===== src/rtl/mapped_spi_flash.sv =====
// ============================================================================
//  Module      : mapped_spi_flash
//  Description : Read-only memory-mapped SPI NOR flash port for an RV32I bus.
//                A read strobe issues one serial READ (mode 0, SCLK = clk/2)
//                and returns one 32-bit little-endian word. mem_rbusy stays
//                high for the whole transaction.
//  Revision    : 1.0 - initial release
// ----------------------------------------------------------------------------
//  Ports
//    clk        in   system clock, rising edge
//    reset      in   asynchronous active-high reset
//    mem_addr   in   byte address from the core, bits [1:0] ignored
//    mem_rstrb  in   read request, accepted only in IDLE
//    mem_rdata  out  last completed word, {byte3,byte2,byte1,byte0}
//    mem_rbusy  out  high while a transaction is in flight
//    spi_cs_n   out  flash chip select, active low
//    spi_clk    out  flash serial clock, idles low
//    spi_mosi   out  command/address, MSB first
//    spi_miso   in   data from flash
//  Build option
//    MAPPED_SPI_FAST_READ_EN : use FAST READ (0x0B) with 8 dummy bits,
//                              144-cycle transaction instead of 128.
// ============================================================================
`default_nettype none

module mapped_spi_flash #(
    parameter int          ADDR_WIDTH   = 24,
    parameter logic [23:0] FLASH_OFFSET = 24'h000000
) (
    input  logic                  clk,
    input  logic                  reset,
    input  logic [ADDR_WIDTH-1:0] mem_addr,
    input  logic                  mem_rstrb,
    output logic [31:0]           mem_rdata,
    output logic                  mem_rbusy,
    output logic                  spi_cs_n,
    output logic                  spi_clk,
    output logic                  spi_mosi,
    input  logic                  spi_miso
);

`ifdef MAPPED_SPI_FAST_READ_EN
    localparam logic [7:0] CMD = 8'h0B;
    typedef enum logic [1:0] {ST_IDLE, ST_SEND, ST_DUMMY, ST_RECV} state_t;
`else
    localparam logic [7:0] CMD = 8'h03;
    typedef enum logic [1:0] {ST_IDLE, ST_SEND, ST_RECV} state_t;
`endif

    state_t      state_q, state_d;
    logic        phase_q, phase_d;
    logic [4:0]  bit_cnt_q, bit_cnt_d;
    logic [31:0] tx_q, tx_d;
    logic [30:0] rx_q, rx_d;
    logic [31:0] rdata_q, rdata_d;
    logic        busy_q, busy_d;
    logic        cs_n_q, cs_n_d;
    logic        sclk_q, sclk_d;
    logic        mosi_q, mosi_d;

    logic [23:0] addr24;
    logic [23:0] flash_addr;
    logic [31:0] rx_word;

    // Word-align and fit the bus address to the 24-bit flash address space.
    generate
        if (ADDR_WIDTH >= 24) begin : g_addr_trunc
            logic unused_addr_bits;
            if (ADDR_WIDTH > 24) begin : g_addr_hi
                assign unused_addr_bits = ^{mem_addr[ADDR_WIDTH-1:24], mem_addr[1:0]};
            end else begin : g_addr_exact
                assign unused_addr_bits = ^mem_addr[1:0];
            end
            assign addr24 = {mem_addr[23:2], 2'b00};
        end else begin : g_addr_ext
            logic unused_addr_bits;
            assign unused_addr_bits = ^mem_addr[1:0];
            assign addr24 = {{(24-ADDR_WIDTH){1'b0}}, mem_addr[ADDR_WIDTH-1:2], 2'b00};
        end
    endgenerate

    // 24-bit addition wraps modulo 2^24 naturally.
    assign flash_addr = addr24 + FLASH_OFFSET;

    // Completed receive word: the first byte off the wire lands in [31:24].
    assign rx_word = {rx_q, spi_miso};

    always_ff @(posedge clk or posedge reset) begin
        if (reset) begin
            state_q   <= ST_IDLE;
            phase_q   <= 1'b0;
            bit_cnt_q <= 5'd0;
            tx_q      <= 32'd0;
            rx_q      <= 31'd0;
            rdata_q   <= 32'd0;
            busy_q    <= 1'b0;
            cs_n_q    <= 1'b1;
            sclk_q    <= 1'b0;
            mosi_q    <= 1'b0;
        end else begin
            state_q   <= state_d;
            phase_q   <= phase_d;
            bit_cnt_q <= bit_cnt_d;
            tx_q      <= tx_d;
            rx_q      <= rx_d;
            rdata_q   <= rdata_d;
            busy_q    <= busy_d;
            cs_n_q    <= cs_n_d;
            sclk_q    <= sclk_d;
            mosi_q    <= mosi_d;
        end
    end

    always_comb begin
        state_d   = state_q;
        phase_d   = phase_q;
        bit_cnt_d = bit_cnt_q;
        tx_d      = tx_q;
        rx_d      = rx_q;
        rdata_d   = rdata_q;
        busy_d    = busy_q;
        cs_n_d    = cs_n_q;
        sclk_d    = sclk_q;
        mosi_d    = mosi_q;

        case (state_q)
            ST_IDLE: begin
                if (mem_rstrb) begin
                    tx_d      = {CMD, flash_addr};
                    mosi_d    = CMD[7];
                    state_d   = ST_SEND;
                    cs_n_d    = 1'b0;
                    busy_d    = 1'b1;
                    bit_cnt_d = 5'd0;
                    phase_d   = 1'b0;
                end
            end
            default: begin
                if (!phase_q) begin
                    // End of phase 0: raise SCLK, flash samples MOSI.
                    phase_d = 1'b1;
                    sclk_d  = 1'b1;
                end else begin
                    // End of phase 1: drop SCLK, sample MISO, present next bit.
                    phase_d   = 1'b0;
                    sclk_d    = 1'b0;
                    bit_cnt_d = bit_cnt_q + 5'd1;
                    case (state_q)
                        ST_SEND: begin
                            // Rotate rather than shift so every tx bit is consumed.
                            tx_d   = {tx_q[30:0], tx_q[31]};
                            mosi_d = tx_q[30];
                            if (bit_cnt_q == 5'd31) begin
                                mosi_d    = 1'b0;
                                bit_cnt_d = 5'd0;
`ifdef MAPPED_SPI_FAST_READ_EN
                                state_d   = ST_DUMMY;
`else
                                state_d   = ST_RECV;
`endif
                            end
                        end
`ifdef MAPPED_SPI_FAST_READ_EN
                        ST_DUMMY: begin
                            mosi_d = 1'b0;
                            if (bit_cnt_q == 5'd7) begin
                                bit_cnt_d = 5'd0;
                                state_d   = ST_RECV;
                            end
                        end
`endif
                        ST_RECV: begin
                            mosi_d = 1'b0;
                            rx_d   = {rx_q[29:0], spi_miso};
                            if (bit_cnt_q == 5'd31) begin
                                // Byte swap: flash streams ascending addresses.
                                rdata_d   = {rx_word[7:0], rx_word[15:8],
                                             rx_word[23:16], rx_word[31:24]};
                                busy_d    = 1'b0;
                                cs_n_d    = 1'b1;
                                bit_cnt_d = 5'd0;
                                state_d   = ST_IDLE;
                            end
                        end
                        default: begin
                            state_d = ST_IDLE;
                        end
                    endcase
                end
            end
        endcase
    end

    assign mem_rdata = rdata_q;
    assign mem_rbusy = busy_q;
    assign spi_cs_n  = cs_n_q;
    assign spi_clk   = sclk_q;
    assign spi_mosi  = mosi_q;

endmodule

`default_nettype wire

===== config.mk =====
export PLATFORM = sky130hd
export DESIGN_NAME = mapped_spi_flash
export DESIGN_NICKNAME = d
export VERILOG_FILES = /design/src/rtl/mapped_spi_flash.sv
export SDC_FILE = /design/constraint.sdc
export NUM_CORES = 1
export LEC_CHECK = 0
export ABC_AREA = 1
export CAP_MARGIN = 20
export CORE_ASPECT_RATIO = 1.75
export CORE_UTILIZATION = 50
export CTS_CLUSTER_SIZE = 20
export DETAILED_ROUTE_END_ITERATION = 7
export PLACE_DENSITY = 0.71
export SYNTH_ARGS = -nofsm -noshare
export SYNTH_HDL_FRONTEND = slang
export SYNTH_SLANG_ARGS = --single-unit
export TNS_END_PERCENT = 100

===== constraint.sdc =====
create_clock -name clk -period 4.3 [get_ports clk]
set_clock_uncertainty 0.15 [all_clocks]
set_input_delay 0.86 -clock clk [delete_from_list [all_inputs] [get_ports clk]]
set_output_delay 0.86 -clock clk [all_outputs]
set_load 0.03 [all_outputs]

==> Word-level counts from Yosys, hierarchy flattened <==
Index checks and enable logic that the tools add are counted.
{ "totals": {"romBits": 0, "ram_bits": 0, "reg_bits": 107, "wordCells": 63, "mem_count": 0, "output_inout_bits": 36, "latch_bits": 0} }
{ "classes": {"n_reduce_logical": 14, "magnitude_cmp": 0, "bitwise_logic": 1, "n_mul": 0, "n_div": 0, "shift": 0, "n_addsub": 1, "eq_ne": 6, "mux": 31} }
{ "ops": {"columns": ["cell", "count"], "rows": [
  ["32-bit two-way mux", 4],
  ["5-bit two-way mux", 5],
  ["1-bit two-way mux", 15],
  ["4-bit AND reduction", 3],
  ["2-bit two-way mux", 5],
  ["3-bit AND reduction", 3],
  ["2-bit nonzero test", 4],
  ["5-bit by 1-bit adder with 5-bit output (second input constant)", 1],
  ["5-bit == test (second input constant)", 1],
  ["2-bit case mux with 2 select lines", 1],
  ["3-bit by 2-bit inequality test with 1-bit output (second input constant)", 1],
  ["3-bit inequality test (second input constant)", 1],
  ["3-bit nonzero test", 1],
  ["2-bit by 1-bit == test with 1-bit output (second input constant)", 1],
  ["2-bit == test (second input constant)", 1],
  ["2-bit logical NOT", 1],
  ["2-bit inequality test (second input constant)", 1],
  ["1-bit case mux with 2 select lines", 1],
  ["2-bit AND reduction", 1],
  ["2-bit OR reduction", 1],
  ["1-bit NOT", 1]
]} }

==> Depth between registers and ports, before layout <==
Gate-level depths: netlist of the first run.
{ "depth": {"ltp_word": 5, "depth_mapped": 11, "depth_no_buf": 9} }

==> Least setup slack after synthesis of the first run <==
Ideal clock, no wire load.
{ "synth_timing": {"path_type": "reg-to-reg", "startpoint": "reg state_q[0]", "endpoint": "reg rdata_q[0] (netlist: mem_rdata[0])", "path_stages_with_launch": 10, "arrival_ns": 1.419, "setup_slack_ns": 2.601, "path_cell_list": "dfrtp_1 -> inv_1 -> ha_1 -> buf_6 -> nor2_8 -> nand3_2 -> buf_6 -> buf_2 -> nand2_1 -> o21ai_1"} }
{ "synth_between": {"elab_chain_cells": 3, "elab_cells_between_ends": 4} }
{ "synth_rtl": {"columns": ["item", "line", "source"], "rows": [
  ["from (decl)", "50", "state_t state_q, state_d;"],
  ["from (signal assigned)", "101", "state_q <= state_d;"],
  ["2-bit logical NOT", "126", "case (state_q)"],
  ["1-bit NOT (no source line)", null, null],
  ["4-bit AND reduction (no source line) *", null, null],
  ["to (signal assigned)", "106", "rdata_q <= rdata_d;"],
  ["to (decl)", "55", "logic [31:0] rdata_q, rdata_d;"]
]} }
Every way passes the cells marked *; elsewhere a longest branch is shown, timed or not.
A chain may end at the register's enable or synchronous reset.

==> Worst setup path after layout of the first run <==
{ "layout_timing": {"startpoint": "reg state_q[0]", "endpoint": "reg rdata_q[6] (netlist: mem_rdata[6])"} }
Same word-level chain as after synthesis.

==> results_dict.tcl, run 1 <==
set metrics [dict create \
    hold_depth 2 \
    synth_fa_ha_area_share_pct 1.663 \
    rr_startpoint "state_q[0]$_DFFE_PP0P_" \
    tightest_slew_ps 975.7 \
    drc_errors 0 \
    drt_wl_total_mm 8.462 \
    tritoncts "yes" \
    setup_slack_ps 1722 \
    diodes 0 \
    grt.overflow.total 0 \
    ctsHoldBuffers 0 \
    design_area_um2 5479 \
    cts_resized 0 \
    worstRegToRegCells 8 \
    crit_path_max_fanout 37 \
    place_ws_ps 1603 \
    core_area_um2 8727 \
    hold_path.startpoint "spi_cs_n$_DFFE_PP1P_" \
    drt_pass1_iterations 4 \
    ys_warn_count 0 \
    place_hpwl_mm 5.614 \
    hold_violations 0 \
    postCtsSetupRepairBufs 0 \
    num_vias 3370 \
    cp-start-kind "flip-flop" \
    yosysSeqAreaShare_pct 59.34 \
    die_w_um 73.83 \
    cts.sink_count 107 \
    die_area_um2 9427 \
    setup_viol 0 \
    synth_compound_area_share_pct 8.509 \
    critical_path_class "flip-flop to flip-flop" \
    max_freq_mhz 387.9 \
    crit_required_ps 4370 \
    hold_path_class "flip-flop to flip-flop" \
    grt_max_degree 84 \
    peakVddDrop_v 0.0002837 \
    numCtsBuffers 9 \
    synth_mux_area_share_pct 0 \
    syn2layout_area_growth_pct 21.37 \
    viasPerCell 4.828 \
    post-route-min-period_ps 2578 \
    drt_iter0_drc 122 \
    mostFrequentLayoutCell "nand2_1" \
    syn_area_um2 4514 \
    cp_cell_sequence "inv_1 > ha_1 > buf_4 > nor2_8 > nand3_2 > buf_4 > nand2_1 > o21ai_1" \
    num_rows 45 \
    die_h_um 127.7 \
    synthXorXnorAreaFrac_pct 0.1940 \
    clockBufferDepth 2 \
    clkTransAtPathRegs_ps 70 \
    most-common-layout-cells "246 x nand2_1, 106 x dfrtp_1, 61 x clkdlybuf4s50_1, 41 x inv_1, 36 x o21ai_1" \
    synth_top_family_by_area "simple AND/OR/NAND/NOR gates" \
    synth-seq-cells 107 \
    synth_area_per_cell_um2 8.681 \
    critPathSlowestCell "nand3_2" \
    critPathCaptureType "flip-flop" \
    max_cap_violations 0 \
    holdPathEnd "spi_cs_n$_DFFE_PP1P_" \
    slowest_delay_ps 560 \
    post_dp_cell_area_um2 5171 \
    r2r_slack_ps 1720 \
    fill_cells 752 \
    post-route-period-util_pct 59.95 \
    grt_pass1_wl_mm 13.98 \
    crit_top_cell "buf_4" \
    leakage_nw 2.628 \
    final_max_slew_viol_count 0 \
    synth.distinct_cells 24 \
    initial_core_util_pct 51.73 \
    htreeDepth 3 \
    globalplace.congestion 0.7420 \
    grt_pass1_vias 3250 \
    setup_tns_ps 0 \
    cts_root_buffer "clkbuf_16" \
    drive_above_1_share_pct 6.540 \
    r2r-end "mem_rdata[6]$_DFFE_PP0P_" \
    synth-simple-area-share_pct 23.31 \
    status "finished clean" \
    synth_cells 520 \
    ant_nets 0 \
    track_usage_pct 19.35 \
    antenna_found_initial 0 \
    synth_nets 554 \
    critPathArrivalTime_ps 2650 \
    clock_latency_ps 340 \
    rsz0062_at_grt "no" \
    powerDensity_nw_per_um2 539.9 \
    numPortBuffers 61 \
    nets 610 \
    wl_per_cell_um 12.12 \
    ios 64 \
    slew_headroom_pct 34.72 \
]
## synth_stat cells, drive strengths merged
library cell | number | share of area (%)
dfstp | 1 | 0.58
ha | 6 | 1.7
o22ai | 1 | 0.14
xnor2 | 1 | 0.19
a21boi | 1 | 0.25
buf | 19 | 2.9
inv | 44 | 3.7
nand3 | 4 | 0.55
dfrtp | 106 | 59
nor2 | 9 | 1.1
a21oi | 1 | 0.11
clkbuf | 4 | 0.33
nand4 | 1 | 0.14
o21ai | 70 | 8.0
nand2 | 252 | 22
## layer usage
metal | GRT usage [%] | vias to the layer above | share of wire [%]
met2 | 34.00 | 60 | 51
met5 | 0 | - | 0
met4 | 8.032 | 0 | 1.6
met1 | 21.59 | 1592 | 43
met3 | 5.189 | 10 | 3.8
li1 | - | 1708 | -
## worst max-delay path by stage
stage / from / endpoint / slack, ps / cells after the start
after floorplan: reset / bit_cnt_q[0]$_DFFE_PP0P_ / 470 / 1
after global placement: mem_rstrb / tx_q[20]$_DFFE_PP0P_ / 1610 / 6
after detailed placement: mem_rstrb / tx_q[8]$_DFFE_PP0P_ / 1600 / 6
after CTS: state_q[0]$_DFFE_PP0P_ / mem_rdata[6]$_DFFE_PP0P_ / 1680 / 8
after global routing: state_q[0]$_DFFE_PP0P_ / mem_rdata[13]$_DFFE_PP0P_ / 1490 / 8
final: state_q[0]$_DFFE_PP0P_ / mem_rdata[6]$_DFFE_PP0P_ / 1720 / 8
## worst max-delay path: cells and delay by family (launching register included)
| family | cells | cell delay (ps) |
|---|---|---|
| AOI/OAI and AO/OA | 1 | 70 |
| and+or+nand+nor | 3 | 840 |
| buffers and inverters | 3 | 770 |
| adders and majority gates | 1 | 220 |
| DFF | 1 | 410 |
## report_power, final
part	leakage (nW)	switching [mW]	total (mW)	internal (mW)
clock network	0.127	0.365	0.765	0.400
registers	1.43	0.103	1.29	1.19
logic	1.07	0.603	0.899	0.296
total	2.63	1.07	2.96	1.89
## logic make-up (layout without fill, tap and decap cells)
| family | count (synthesis) | count (layout) |
|---|---|---|
| fa+ha+maj | 6 | 6 |
| xor+xnor | 1 | 1 |
| simple gates | 266 | 266 |
| compound gates | 73 | 73 |
| flops | 107 | 107 |
| buf+inv | 67 | 128 |
## area by class of cell
cell class | count | area (um2) | share of cell area (%)
Timing Repair Buffer | 68 | 683.2 | 12.47
Sequential cell | 107 | 2679 | 48.89
Multi-Input combinational cell | 346 | 1520 | 27.75
Clock inverter | 6 | 51.30 | 0.9363
Tap cell | 117 | 146.4 | 2.672
Clock buffer | 10 | 229.0 | 4.179
Inverter | 44 | 170.2 | 3.106
## state kept, by name, indices dropped and copies added, names as in the netlist
register	count
state_q	2
mem_rdata	32
rx_q	31
spi_cs_n	1
spi_clk	1
bit_cnt_q	5
phase_q	1
spi_mosi	1
mem_rbusy	1
tx_q	32
## metrics by stage
stage	utilization (%)	hold WS, ps	power (mW)	std cells
2_1_floorplan	-	292.2	2.024	520
3_3_place_gp	59.25	305.6	2.183	681
3_5_place_dp	59.25	311.7	2.219	681
4_1_cts	62.47	323.5	2.999	697
5_1_grt	62.78	348.1	3.164	698
6_report	62.78	317.4	2.958	698
No activity file was read; power rests on OpenSTA's default activity.
==> run 2, diff against run 1 <==
- CORE_UTILIZATION: 50 -> 49
- PLACE_DENSITY: 0.71 -> 0.73
- clock period: 4.3 -> 2.1 ns (I/O delays scaled with it)
==> results_dict.tcl, run 2 (synthesis results as in run 1) <==
set metrics [dict create \
    status "finished clean" \
    ant_nets 0 \
    grt_max_degree 73 \
    post-route-min-period_ps 1976 \
    tightest_slew_ps 446.8 \
    tritoncts "yes" \
    critPathArrivalTime_ps 1410 \
    clock_latency_ps 340 \
    critPathSlowestCell "clkdlybuf4s50_1" \
    diodes 0 \
    final_max_slew_viol_count 0 \
    critPathCaptureType "output port" \
    nets 613 \
    place_hpwl_mm 5.729 \
    die_w_um 74.56 \
    mostFrequentLayoutCell "nand2_1" \
    layoutNonFillerInstCount 704 \
    cp-start-kind "flip-flop" \
    htreeDepth 3 \
    grt.overflow.total 0 \
    fill_cells 810 \
    drt_pass1_iterations 4 \
    busiest_layer "met2" \
    globalplace.congestion 0.7944 \
    use_met1_pct 20.36 \
    cp_cell_sequence "clkdlybuf4s50_1" \
    antenna_found_initial 0 \
    crit_path_max_fanout 2 \
    most-common-layout-cells "246 x nand2_1, 106 x dfrtp_1, 60 x clkdlybuf4s50_1, 41 x inv_1, 36 x o21ai_1" \
    numPortBuffers 61 \
    drc_errors 0 \
    powerDensity_nw_per_um2 1111 \
    hold_path_class "flip-flop to flip-flop" \
    design_area_um2 5538 \
    grt_use_met2_pct 33.70 \
    numCtsBuffers 9 \
    die_area_um2 9616 \
    critPathTopFamily "buffers and inverters" \
    initial_core_util_pct 50.28 \
    slew_headroom_pct 70.21 \
    leakage_nw 2.666 \
    slowest_delay_ps 700 \
    rsz0062_at_grt "no" \
    num_vias 3365 \
    dp.cells 688 \
    clockBufferDepth 2 \
    drt_iter0_drc 185 \
    grt_pass1_wl_mm 13.99 \
    viasPerCell 4.780 \
    setup_viol 0 \
    peakVddDrop_v 0.0006209 \
    wl_per_cell_um 11.78 \
    clkTransAtPathRegs_ps 70 \
    syn2layout_area_growth_pct 22.67 \
    ios 64 \
    crit_required_ps 1530 \
    cts.sink_count 107 \
    use_met3_pct 5.482 \
    max_cap_violations 0 \
    setup_tns_ps 0 \
    grt_pass1_vias 3281 \
    crit_buf_inv 1 \
    post_dp_cell_area_um2 5244 \
    drive_above_1_share_pct 7.192 \
    core_area_um2 8979 \
    hold_violations 0 \
    post-route-period-util_pct 94.09 \
    max_freq_mhz 506.1 \
    die_h_um 129.0 \
    track_usage_pct 18.84 \
    drt_wl_total_mm 8.291 \
    num_rows 46 \
    critical_path_class "flip-flop to output port" \
    cts_root_buffer "clkbuf_16" \
]
==> run 2: cell count changes in the layout (fill, tap and decap cells not counted), sizes merged <==
cell / before / now
buf: 7 / 10
clkdlybuf4s50: 61 / 60
clkinv: 1 / 3
clkbuf: 10 / 9
dlygate4sd2: 0 / 1
clkinvlp: 3 / 2
==> run 2: area by class of cell <==
cell class / instances / area, um2 / area share (%)
clock inverter: 7 / 70.07 / 1.265
timing repair buffer: 71 / 721.9 / 13.04
inverter: 44 / 171.4 / 3.095
multi-input combinational: 346 / 1520 / 27.45
clock buffer: 9 / 225.2 / 4.067
sequential: 107 / 2679 / 48.37
tap: 120 / 150.1 / 2.711
==> run 2: per-layer routing <==
layer | up-vias | routed length [um]
met4 | 0 | 156
met1 | 1578 | 3489
li1 | 1719 | -
met2 | 56 | 4270
met3 | 12 | 375
met5 | - | 0
==> run 2: power breakdown <==
group | switching [mW] | total, mW | internal (mW)
sequential | 0.209 | 2.65 | 2.44
combinational | 1.22 | 1.88 | 0.658
clock | 0.786 | 1.62 | 0.835
total | 2.22 | 6.15 | 3.93
==> run 2: timing repair <==
| item | 4_1_cts | 5_1_grt |
|---|---|---|
| buffers inserted | 0 | 0 |
| resized for setup | 1 | 0 |
| setup endpoints to repair | 1 | 0 |
| hold buffers | 0 | 0 |
| hold endpoints to repair | 0 | 0 |
==> run 2: metrics by stage <==
step           power [mW]  util, %  setup WS [ps]  hold WS, ps
2_1_floorplan       4.145        -          243.3        292.2
3_3_place_gp        4.526    58.40          130.4        305.9
3_5_place_dp        4.600    58.40          65.35        311.0
4_1_cts             6.251    61.68          102.6        319.8
5_1_grt             6.604    61.68          15.01        344.7
6_report            6.150    61.68          124.0        312.6
==> run 2: worst paths after layout <==
path                                          start                        end  slack, ps  cells past startpoint
max                        mem_rdata[4]$_DFFE_PP0P_               mem_rdata[4]        120                      1
min                            spi_cs_n$_DFFE_PP1P_       spi_cs_n$_DFFE_PP1P_        310                      2
max reg2reg                  state_q[0]$_DFFE_PP0P_        tx_q[7]$_DFFE_PP0P_        170                      8
min reg2reg                    spi_cs_n$_DFFE_PP1P_       spi_cs_n$_DFFE_PP1P_        310                      2
max in group asynchronous                     reset       tx_q[17]$_DFFE_PP0P_       1050                      3
min in group asynchronous                     reset  mem_rdata[28]$_DFFE_PP0P_        370                      3
